===== config.mk =====
export PLATFORM = sky130hd
export DESIGN_NAME = hub75_scan_ctrl
export DESIGN_NICKNAME = d
export VERILOG_FILES = /design/src/rtl/hub75_pkg.sv /design/src/rtl/hub75_bcm_timer.sv /design/src/rtl/hub75_scan_ctrl.sv
export SDC_FILE = /design/constraint.sdc
export NUM_CORES = 1
export LEC_CHECK = 0
export CORE_ASPECT_RATIO = 1.4
export CORE_MARGIN = 2
export CORE_UTILIZATION = 32
export CTS_CLUSTER_SIZE = 20
export DETAILED_ROUTE_END_ITERATION = 10
export GPL_TIMING_DRIVEN = 0
export MAX_ROUTING_LAYER = met4
export PLACE_DENSITY_LB_ADDON = 0.15
export REMOVE_ABC_BUFFERS = 1
export SYNTH_ARGS = -nofsm -noshare
export SYNTH_HDL_FRONTEND = slang
export SYNTH_SLANG_ARGS = --single-unit

===== constraint.sdc =====
create_clock -name clk -period 1.8 [get_ports clk]
set_input_delay 0.18 -clock clk [delete_from_list [all_inputs] [get_ports clk]]
set_output_delay 0.18 -clock clk [all_outputs]
set_load 0.005 [all_outputs]

===== src/rtl/hub75_pkg.sv =====
// hub75_pkg: shared definitions for the HUB75 scan sequencer.
//   - scan_state_e : sequencer FSM states (GAP exists only with HUB75_ROW_GAP_EN)
//   - ROW_W        : width of the panel row address (A..D)
//   - FLD_*        : position of each colour field in rd_data, in units of BPC bits
// Optional feature macro: HUB75_ROW_GAP_EN
package hub75_pkg;

    localparam int unsigned ROW_W      = 4;
    localparam int unsigned NUM_FIELDS = 6;

    // rd_data = {r0, g0, b0, r1, g1, b1}; field f occupies bits [f*BPC +: BPC]
    localparam int unsigned FLD_R0 = 5;
    localparam int unsigned FLD_G0 = 4;
    localparam int unsigned FLD_B0 = 3;
    localparam int unsigned FLD_R1 = 2;
    localparam int unsigned FLD_G1 = 1;
    localparam int unsigned FLD_B1 = 0;

`ifdef HUB75_ROW_GAP_EN
    typedef enum logic [2:0] {
        ST_IDLE,
        ST_FETCH,
        ST_SHIFT,
        ST_LATCH,
        ST_DISPLAY,
        ST_GAP
    } scan_state_e;
`else
    typedef enum logic [2:0] {
        ST_IDLE,
        ST_FETCH,
        ST_SHIFT,
        ST_LATCH,
        ST_DISPLAY
    } scan_state_e;
`endif

endpackage


===== src/rtl/hub75_bcm_timer.sv =====
// hub75_bcm_timer: down-counter that sets the LED on-time of one bit plane.
// Ports:
//   clk, rst  : clock, synchronous active-high reset
//   load      : load load_val (one cycle before the timed interval starts)
//   load_val  : interval length in cycles
//   expire    : high in the last cycle of the interval
module hub75_bcm_timer #(
    parameter int unsigned CNT_W = 7
) (
    input  logic             clk,
    input  logic             rst,
    input  logic             load,
    input  logic [CNT_W-1:0] load_val,
    output logic             expire
);

    logic [CNT_W-1:0] cnt_q, cnt_d;

    always_comb begin
        cnt_d = cnt_q;
        if (load) begin
            cnt_d = load_val;
        end else if (cnt_q != '0) begin
            cnt_d = cnt_q - 1'b1;
        end
    end

    always_ff @(posedge clk) begin
        if (rst) begin
            cnt_q <= '0;
        end else begin
            cnt_q <= cnt_d;
        end
    end

    // Count N..1 spans exactly N cycles after the load.
    always_comb begin
        expire = (cnt_q == CNT_W'(1));
    end

endmodule


===== src/rtl/hub75_scan_ctrl.sv =====
// hub75_scan_ctrl: HUB75 32-row panel scan sequencer with bit-angle modulation.
// Reads pixel words from a frame buffer, shifts one bit plane per pass into the
// column drivers, latches it, and lights it for BASE_ON<<plane cycles, stepping
// through 16 scan rows per frame.
// Ports:
//   clk, rst          : clock, synchronous active-high reset
//   en                : run scanning (checked at frame boundaries)
//   rd_addr / rd_data : frame-buffer read port {row, col}; data one cycle later
//   A, B, C, D        : panel row address bits 0..3
//   R0..B1            : column data, top/bottom half
//   SCLK, LAT, OE     : shift clock, latch strobe, output enable (active-low)
//   frame_done        : one-cycle pulse after the last plane of row 15
// Optional feature macro: HUB75_ROW_GAP_EN inserts ROW_GAP blank cycles on
// each row change, switching A..D at the start of the blank.
module hub75_scan_ctrl
    import hub75_pkg::*;
#(
    parameter int unsigned COLS    = 64,
    parameter int unsigned BPC     = 4,
    parameter int unsigned BASE_ON = 8,
    parameter int unsigned ROW_GAP = 4
) (
    input  logic                            clk,
    input  logic                            rst,
    input  logic                            en,
    output logic [ROW_W+$clog2(COLS)-1:0]   rd_addr,
    input  logic [6*BPC-1:0]                rd_data,
    output logic                            A,
    output logic                            B,
    output logic                            C,
    output logic                            D,
    output logic                            R0,
    output logic                            G0,
    output logic                            B0,
    output logic                            R1,
    output logic                            G1,
    output logic                            B1,
    output logic                            SCLK,
    output logic                            LAT,
    output logic                            OE,
    output logic                            frame_done
);

    localparam int unsigned COL_W   = $clog2(COLS);
    localparam int unsigned PLANE_W = (BPC > 1) ? $clog2(BPC) : 1;
    localparam int unsigned CNT_W   = $clog2(BASE_ON) + BPC;
    localparam int unsigned ADDR_W  = ROW_W + COL_W;

    scan_state_e              state_q, state_d;
    logic [ROW_W-1:0]         row_q, row_d;
    logic [PLANE_W-1:0]       plane_q, plane_d;
    logic [COL_W-1:0]         col_q, col_d;
    logic                     phase_q, phase_d;
    logic [ROW_W-1:0]         ad_q, ad_d;
    logic [ADDR_W-1:0]        rd_addr_q, rd_addr_d;
    logic [NUM_FIELDS-1:0]    pix_q, pix_d;
    logic                     frame_done_q, frame_done_d;

    logic                     timer_load;
    logic [CNT_W-1:0]         timer_val;
    logic                     timer_expire;

    logic [NUM_FIELDS-1:0]    plane_bits;
    logic [NUM_FIELDS-1:0]    pins;
    logic [ROW_W-1:0]         row_inc;
    logic [COL_W-1:0]         col_inc;
    logic                     plane_last;

`ifdef HUB75_ROW_GAP_EN
    localparam int unsigned GAP_W = $clog2(ROW_GAP + 1);
    logic [GAP_W-1:0]         gap_q, gap_d;
`else
    // ROW_GAP only matters when the blanking gap is built in.
    logic                     unused_row_gap;
    always_comb begin
        unused_row_gap = (ROW_GAP != 0);
    end
`endif

    // Select bit `plane` of every colour field in the incoming pixel word.
    always_comb begin
        plane_bits = '0;
        for (int unsigned f = 0; f < NUM_FIELDS; f++) begin
            plane_bits[f] = rd_data[f*BPC + 32'(plane_q)];
        end
    end

    always_comb begin
        row_inc    = row_q + 1'b1;
        col_inc    = col_q + 1'b1;
        plane_last = (plane_q == PLANE_W'(BPC - 1));
        timer_val  = CNT_W'(BASE_ON) << plane_q;
    end

    always_comb begin
        state_d      = state_q;
        row_d        = row_q;
        plane_d      = plane_q;
        col_d        = col_q;
        phase_d      = phase_q;
        ad_d         = ad_q;
        rd_addr_d    = rd_addr_q;
        pix_d        = pix_q;
        frame_done_d = 1'b0;
        timer_load   = 1'b0;
`ifdef HUB75_ROW_GAP_EN
        gap_d        = gap_q;
`endif

        case (state_q)
            ST_IDLE: begin
                if (en) begin
                    state_d   = ST_FETCH;
                    row_d     = '0;
                    plane_d   = '0;
                    rd_addr_d = '0;
                end
            end

            ST_FETCH: begin
                col_d   = '0;
                phase_d = 1'b0;
                state_d = ST_SHIFT;
`ifdef HUB75_ROW_GAP_EN
                // The read address stays put through the gap, so the first
                // pixel word is still on rd_data when shifting starts.
                if ((plane_q == '0) && (row_q != ad_q)) begin
                    state_d = ST_GAP;
                    ad_d    = row_q;
                    gap_d   = GAP_W'(ROW_GAP);
                end
`endif
            end

`ifdef HUB75_ROW_GAP_EN
            ST_GAP: begin
                if (gap_q <= GAP_W'(1)) begin
                    state_d = ST_SHIFT;
                end else begin
                    gap_d = gap_q - 1'b1;
                end
            end
`endif

            ST_SHIFT: begin
                if (!phase_q) begin
                    // Word for this column is on rd_data now; hold it for the
                    // SCLK-high half and request the next column.
                    phase_d   = 1'b1;
                    pix_d     = plane_bits;
                    rd_addr_d = {row_q, col_inc};
                end else begin
                    phase_d = 1'b0;
                    if (col_q == COL_W'(COLS - 1)) begin
                        state_d = ST_LATCH;
                        // Row address moves on the edge into LATCH so it is
                        // never seen changing while OE is active.
                        if (plane_q == '0) begin
                            ad_d = row_q;
                        end
                    end else begin
                        col_d = col_inc;
                    end
                end
            end

            ST_LATCH: begin
                state_d    = ST_DISPLAY;
                timer_load = 1'b1;
            end

            ST_DISPLAY: begin
                if (timer_expire) begin
                    state_d = ST_FETCH;
                    if (!plane_last) begin
                        plane_d   = plane_q + 1'b1;
                        rd_addr_d = {row_q, {COL_W{1'b0}}};
                    end else begin
                        plane_d   = '0;
                        row_d     = row_inc;
                        rd_addr_d = {row_inc, {COL_W{1'b0}}};
                        if (row_q == '1) begin
                            frame_done_d = 1'b1;
                            if (!en) begin
                                state_d = ST_IDLE;
                            end
                        end
                    end
                end
            end

            default: begin
                state_d = ST_IDLE;
            end
        endcase
    end

    always_ff @(posedge clk) begin
        if (rst) begin
            state_q      <= ST_IDLE;
            row_q        <= '0;
            plane_q      <= '0;
            col_q        <= '0;
            phase_q      <= 1'b0;
            ad_q         <= '0;
            rd_addr_q    <= '0;
            pix_q        <= '0;
            frame_done_q <= 1'b0;
`ifdef HUB75_ROW_GAP_EN
            gap_q        <= '0;
`endif
        end else begin
            state_q      <= state_d;
            row_q        <= row_d;
            plane_q      <= plane_d;
            col_q        <= col_d;
            phase_q      <= phase_d;
            ad_q         <= ad_d;
            rd_addr_q    <= rd_addr_d;
            pix_q        <= pix_d;
            frame_done_q <= frame_done_d;
`ifdef HUB75_ROW_GAP_EN
            gap_q        <= gap_d;
`endif
        end
    end

    hub75_bcm_timer #(
        .CNT_W (CNT_W)
    ) u_bcm_timer (
        .clk      (clk),
        .rst      (rst),
        .load     (timer_load),
        .load_val (timer_val),
        .expire   (timer_expire)
    );

    // Data pins show the live word in phase 0 and the held copy in phase 1,
    // so they are stable across the SCLK rising edge.
    always_comb begin
        pins = '0;
        if (state_q == ST_SHIFT) begin
            pins = phase_q ? pix_q : plane_bits;
        end
        R0 = pins[FLD_R0];
        G0 = pins[FLD_G0];
        B0 = pins[FLD_B0];
        R1 = pins[FLD_R1];
        G1 = pins[FLD_G1];
        B1 = pins[FLD_B1];

        OE         = (state_q != ST_DISPLAY);
        LAT        = (state_q == ST_LATCH);
        SCLK       = (state_q == ST_SHIFT) && phase_q;
        {D, C, B, A} = ad_q;
        rd_addr    = rd_addr_q;
        frame_done = frame_done_q;
    end

endmodule


==> key figures <==
Detailed routing
  – Vias/cell: 5.370
  – Vias post-DR: 2513
  – Per-cell routed wire length: 15.87 um
  – Drc violations: 0
  – Final WL: 7428 um
  – Post-route ant nets: 0
  – Initial DRC Count: 111
  – DRT Pass-1 Iters: 4

Clock network
  – CTS tree: done
  – Clock sink total: 44
  – CTS Buf Count: 5
  – Reg clk slew, reported paths: 0.08 ns
  – Root Driver: clkbuf_8
  – Max Buffers Root-to-Sink: 2
  – H-tree Lvls: 2
  – Worst skew pair latency: 0.30 ns

Hold path
  – Hold WC Path Type: in2reg

Global route
  – Initial antenna violation count: 0
  – Total GRT Usage: 18.22%
  – First-pass GRT wire length: 12120 um
  – Largest net degree at the start of global routing: 41
  – Vias in the first global route: 2493
  – Global route overflow: 0

Synthesis
  – Top cell type's share of synthesized area: 34.59%
  – Synthesized area: 2546 um^2
  – Post-synth EDFFs: 0
  – Yosys top cell by area: dfxtp_1
  – Syn Inst Count: 298
  – Avg Inst Size Synth: 8.544 um^2
  – Register area share after synthesis: 34.59%
  – Main area contributors after synthesis: dfxtp_1, mux4_2, mux2i_1
  – Asr flop ratio synth: 0%
  – Yosys reg bits: 44
  – Synth warnings: 0
  – Synth cell types: 55
  – Top_reg_cell synth: dfxtp_1

Critical path
  – Crit path DAT: 1.64 ns
  – R2R Setup Slk: 0.04 ns
  – Worst path cell trace: buf_6 -> mux4_2 -> mux2i_1 -> nor2_1 -> buf_2
  – Largest stage delay on the critical path: 0.50 ns
  – Critical Path End Type: primary output
  – Max Fanout on Critical Path: 7
  – R2R cell count: 6
  – Crit path launch: plane_q[0]
  – Reg2reg end: rd_addr[3]
  – Worst path slowest cell: mux4_2
  – Required time of the critical path: 1.62 ns
  – Worst Setup EP: G0
  – Worst r2r src: state_q[2]
  – Crit path launch type: register
  – Crit Path Class: reg2out

Floorplanning
  – Die ar.: 8697 um^2
  – Starting Density: 32.85%
  – Die W: 79.39 um
  – Core ar.: 7750 um^2
  – Rows: 38
  – Chip height: 109.5 um
  – I/O pin cnt: 51

Layout
  – Fraction of layout cells with a size suffix above 1: 21.74%
  – Antenna Cells: 0
  – Most frequent cells in the layout: clkdlybuf4s50_1, dfxtp_1, buf_4
  – Area grow syn2layout: 38.77%
  – Leading cell type in the layout, fill and taps excluded: clkdlybuf4s50_1
  – Fillers: 757
  – Final non-filler cell total: 468
  – Total Nets Final: 404

Run
  – Number of max-cap violations: 0

Placement
  – GPL Wtd Cong: 0.8671
  – # port buffers: 50
  – # placed instances: 427
  – Detailed Place HPWL: 4974 um

Power and ir drop
  – Leakage: 0.001328 uW
  – Peak supply drop: 0.7181 mV
  – Pwr per Cell Area: 814.4 nW/um^2

Timing
  – Final worst setup slack: -0.02040 ns
  – Final period util: 101.1%
  – Max Clk Rate: 0.5493 GHz
  – Finish-stage setup viols: 3
  – Final hold slack: 0.4398 ns
  – Relative slew slack: 46.83%
  – Clock Skews: 0.006631 ns
  – RSZ-0062 raised after global routing: true
  – Slew Limit Fails: 0
  – Fin. Hold Viols: 0
  – Slew @ Worst Pin: 0.7975 ns
  – Fin crit period: 1.820 ns

Status
  – Status: finished with violations
  – Failing checks: setup timing
[metrics by stage]
stage	setup TNS (ns)	cell area (um^2)	total power, uW	util [%]	worst slack (ns)
after floorplan	-0.02638	2460	1772	-	-0.02638
after global placement	-26.85	3085	2023	39.81	-1.331
after detailed placement	-9.596	3080	2035	39.75	-0.3927
after CTS	-0.1741	3388	2783	43.72	-0.04743
after global routing	-0.3784	3533	3056	45.59	-0.09104
final	-0.04936	3533	2878	45.59	-0.02040
[cell type report]
cell class | instances | area, um^2 | area share (%)
multi-input combinational | 220 | 1625 | 46.00
sequential | 44 | 902.1 | 25.53
timing repair buffer | 83 | 745.7 | 21.10
tap | 100 | 125.1 | 3.541
clock buffer | 6 | 72.57 | 2.054
inverter | 14 | 57.56 | 1.629
clock inverter | 1 | 5.005 | 0.1416
[worst min path at each step]
| stage | startpoint | endpoint | slack (ns) | cells after the start |
|---|---|---|---|---|
| floorplan | rst | phase_q | 0.25 | 1 |
| global placement | rd_addr[5] | rd_addr[5] | 0.45 | 2 |
| detailed placement | rd_addr[5] | rd_addr[5] | 0.46 | 2 |
| CTS | rst | ad_q[0] | 0.44 | 2 |
| global route | rst | state_q[2] | 0.47 | 2 |
| finish | rst | ad_q[3] | 0.44 | 2 |
[cells in the mapped netlist, types with 2 or more instances]
| library cell | n |
|---|---|
| a211o_1 | 2 |
| a211oi_1 | 4 |
| a21oi_1 | 19 |
| a31oi_1 | 5 |
| and2_1 | 3 |
| and3_1 | 2 |
| buf_1 | 2 |
| buf_2 | 6 |
| clkbuf_1 | 13 |
| dfxtp_1 | 44 |
| ha_1 | 9 |
| inv_1 | 13 |
| mux2i_1 | 13 |
| mux4_2 | 6 |
| nand2_1 | 26 |
| nand2b_1 | 5 |
| nand3_1 | 12 |
| nand4_1 | 4 |
| nor2_1 | 22 |
| nor2b_1 | 5 |
| nor3_1 | 8 |
| nor4_1 | 2 |
| o211ai_1 | 7 |
| o21a_1 | 2 |
| o21ai_0 | 17 |
| o22ai_1 | 2 |
| o31ai_1 | 3 |
| o32ai_1 | 3 |
| o41ai_1 | 3 |
| or3b_1 | 2 |
| or4_1 | 3 |
| xnor2_1 | 6 |
| xor2_1 | 3 |
[state kept, by name, indices dropped and copies added (netlist names)]
name and cells:
ad_q 4, col_q 6, frame_done 1, phase_q 1
pix_q 6, plane_q 2, rd_addr 10, row_q 4
state_q 3, u_bcm_timer.cnt_q 7
[worst max-delay path, delay by kind of cell, from the launching register on]
kind / cells / cell delay (ns)
and+or+nand+nor: 1 / 0.05
buffers and inverters: 2 / 0.23
DFF: 1 / 0.42
muxes: 2 / 0.65
[metal layers]
layer / routed length (um) / track usage (%) / share of wire [%] / up-vias
met1: 3078 / 19.94 / 41 / 1200
met4: 331 / 10.22 / 4.5 / 0
met2: 3733 / 31.05 / 50 / 59
met5: 0 / - / 0 / -
li1: - / - / - / 1236
met3: 285 / 3.366 / 3.8 / 18
[cells by family after synthesis]
| logic type | share of synthesized area [%] |
|---|---|
| DFF | 34.59 |
| xor gates and xnor gates | 3.096 |
| and+or+nand+nor | 21.87 |
| buffers and inverters | 5.455 |
| adders and majority gates | 4.423 |
| muxes | 10.42 |
| AOI/OAI and AO/OA | 20.15 |
[power breakdown]
group          switching (uW)  leakage, uW  internal (uW)  total, uW
Combinational             542     0.000926            538       1080
Clock                     334    0.0000410            265        598
Sequential                136     0.000361           1060       1200
Total                    1010      0.00133           1870       2880
[timing repair]
| action | CTS | global route |
|---|---|---|
| pin swaps | 4 | 7 |
| resized for setup | 51 | 14 |
| setup buffers | 22 | 11 |
| hold buffers | 0 | 0 |
| cloned | 0 | 1 |
| endpoints found under the setup margin | 49 | 22 |
Power figures use the tool's default switching activity.
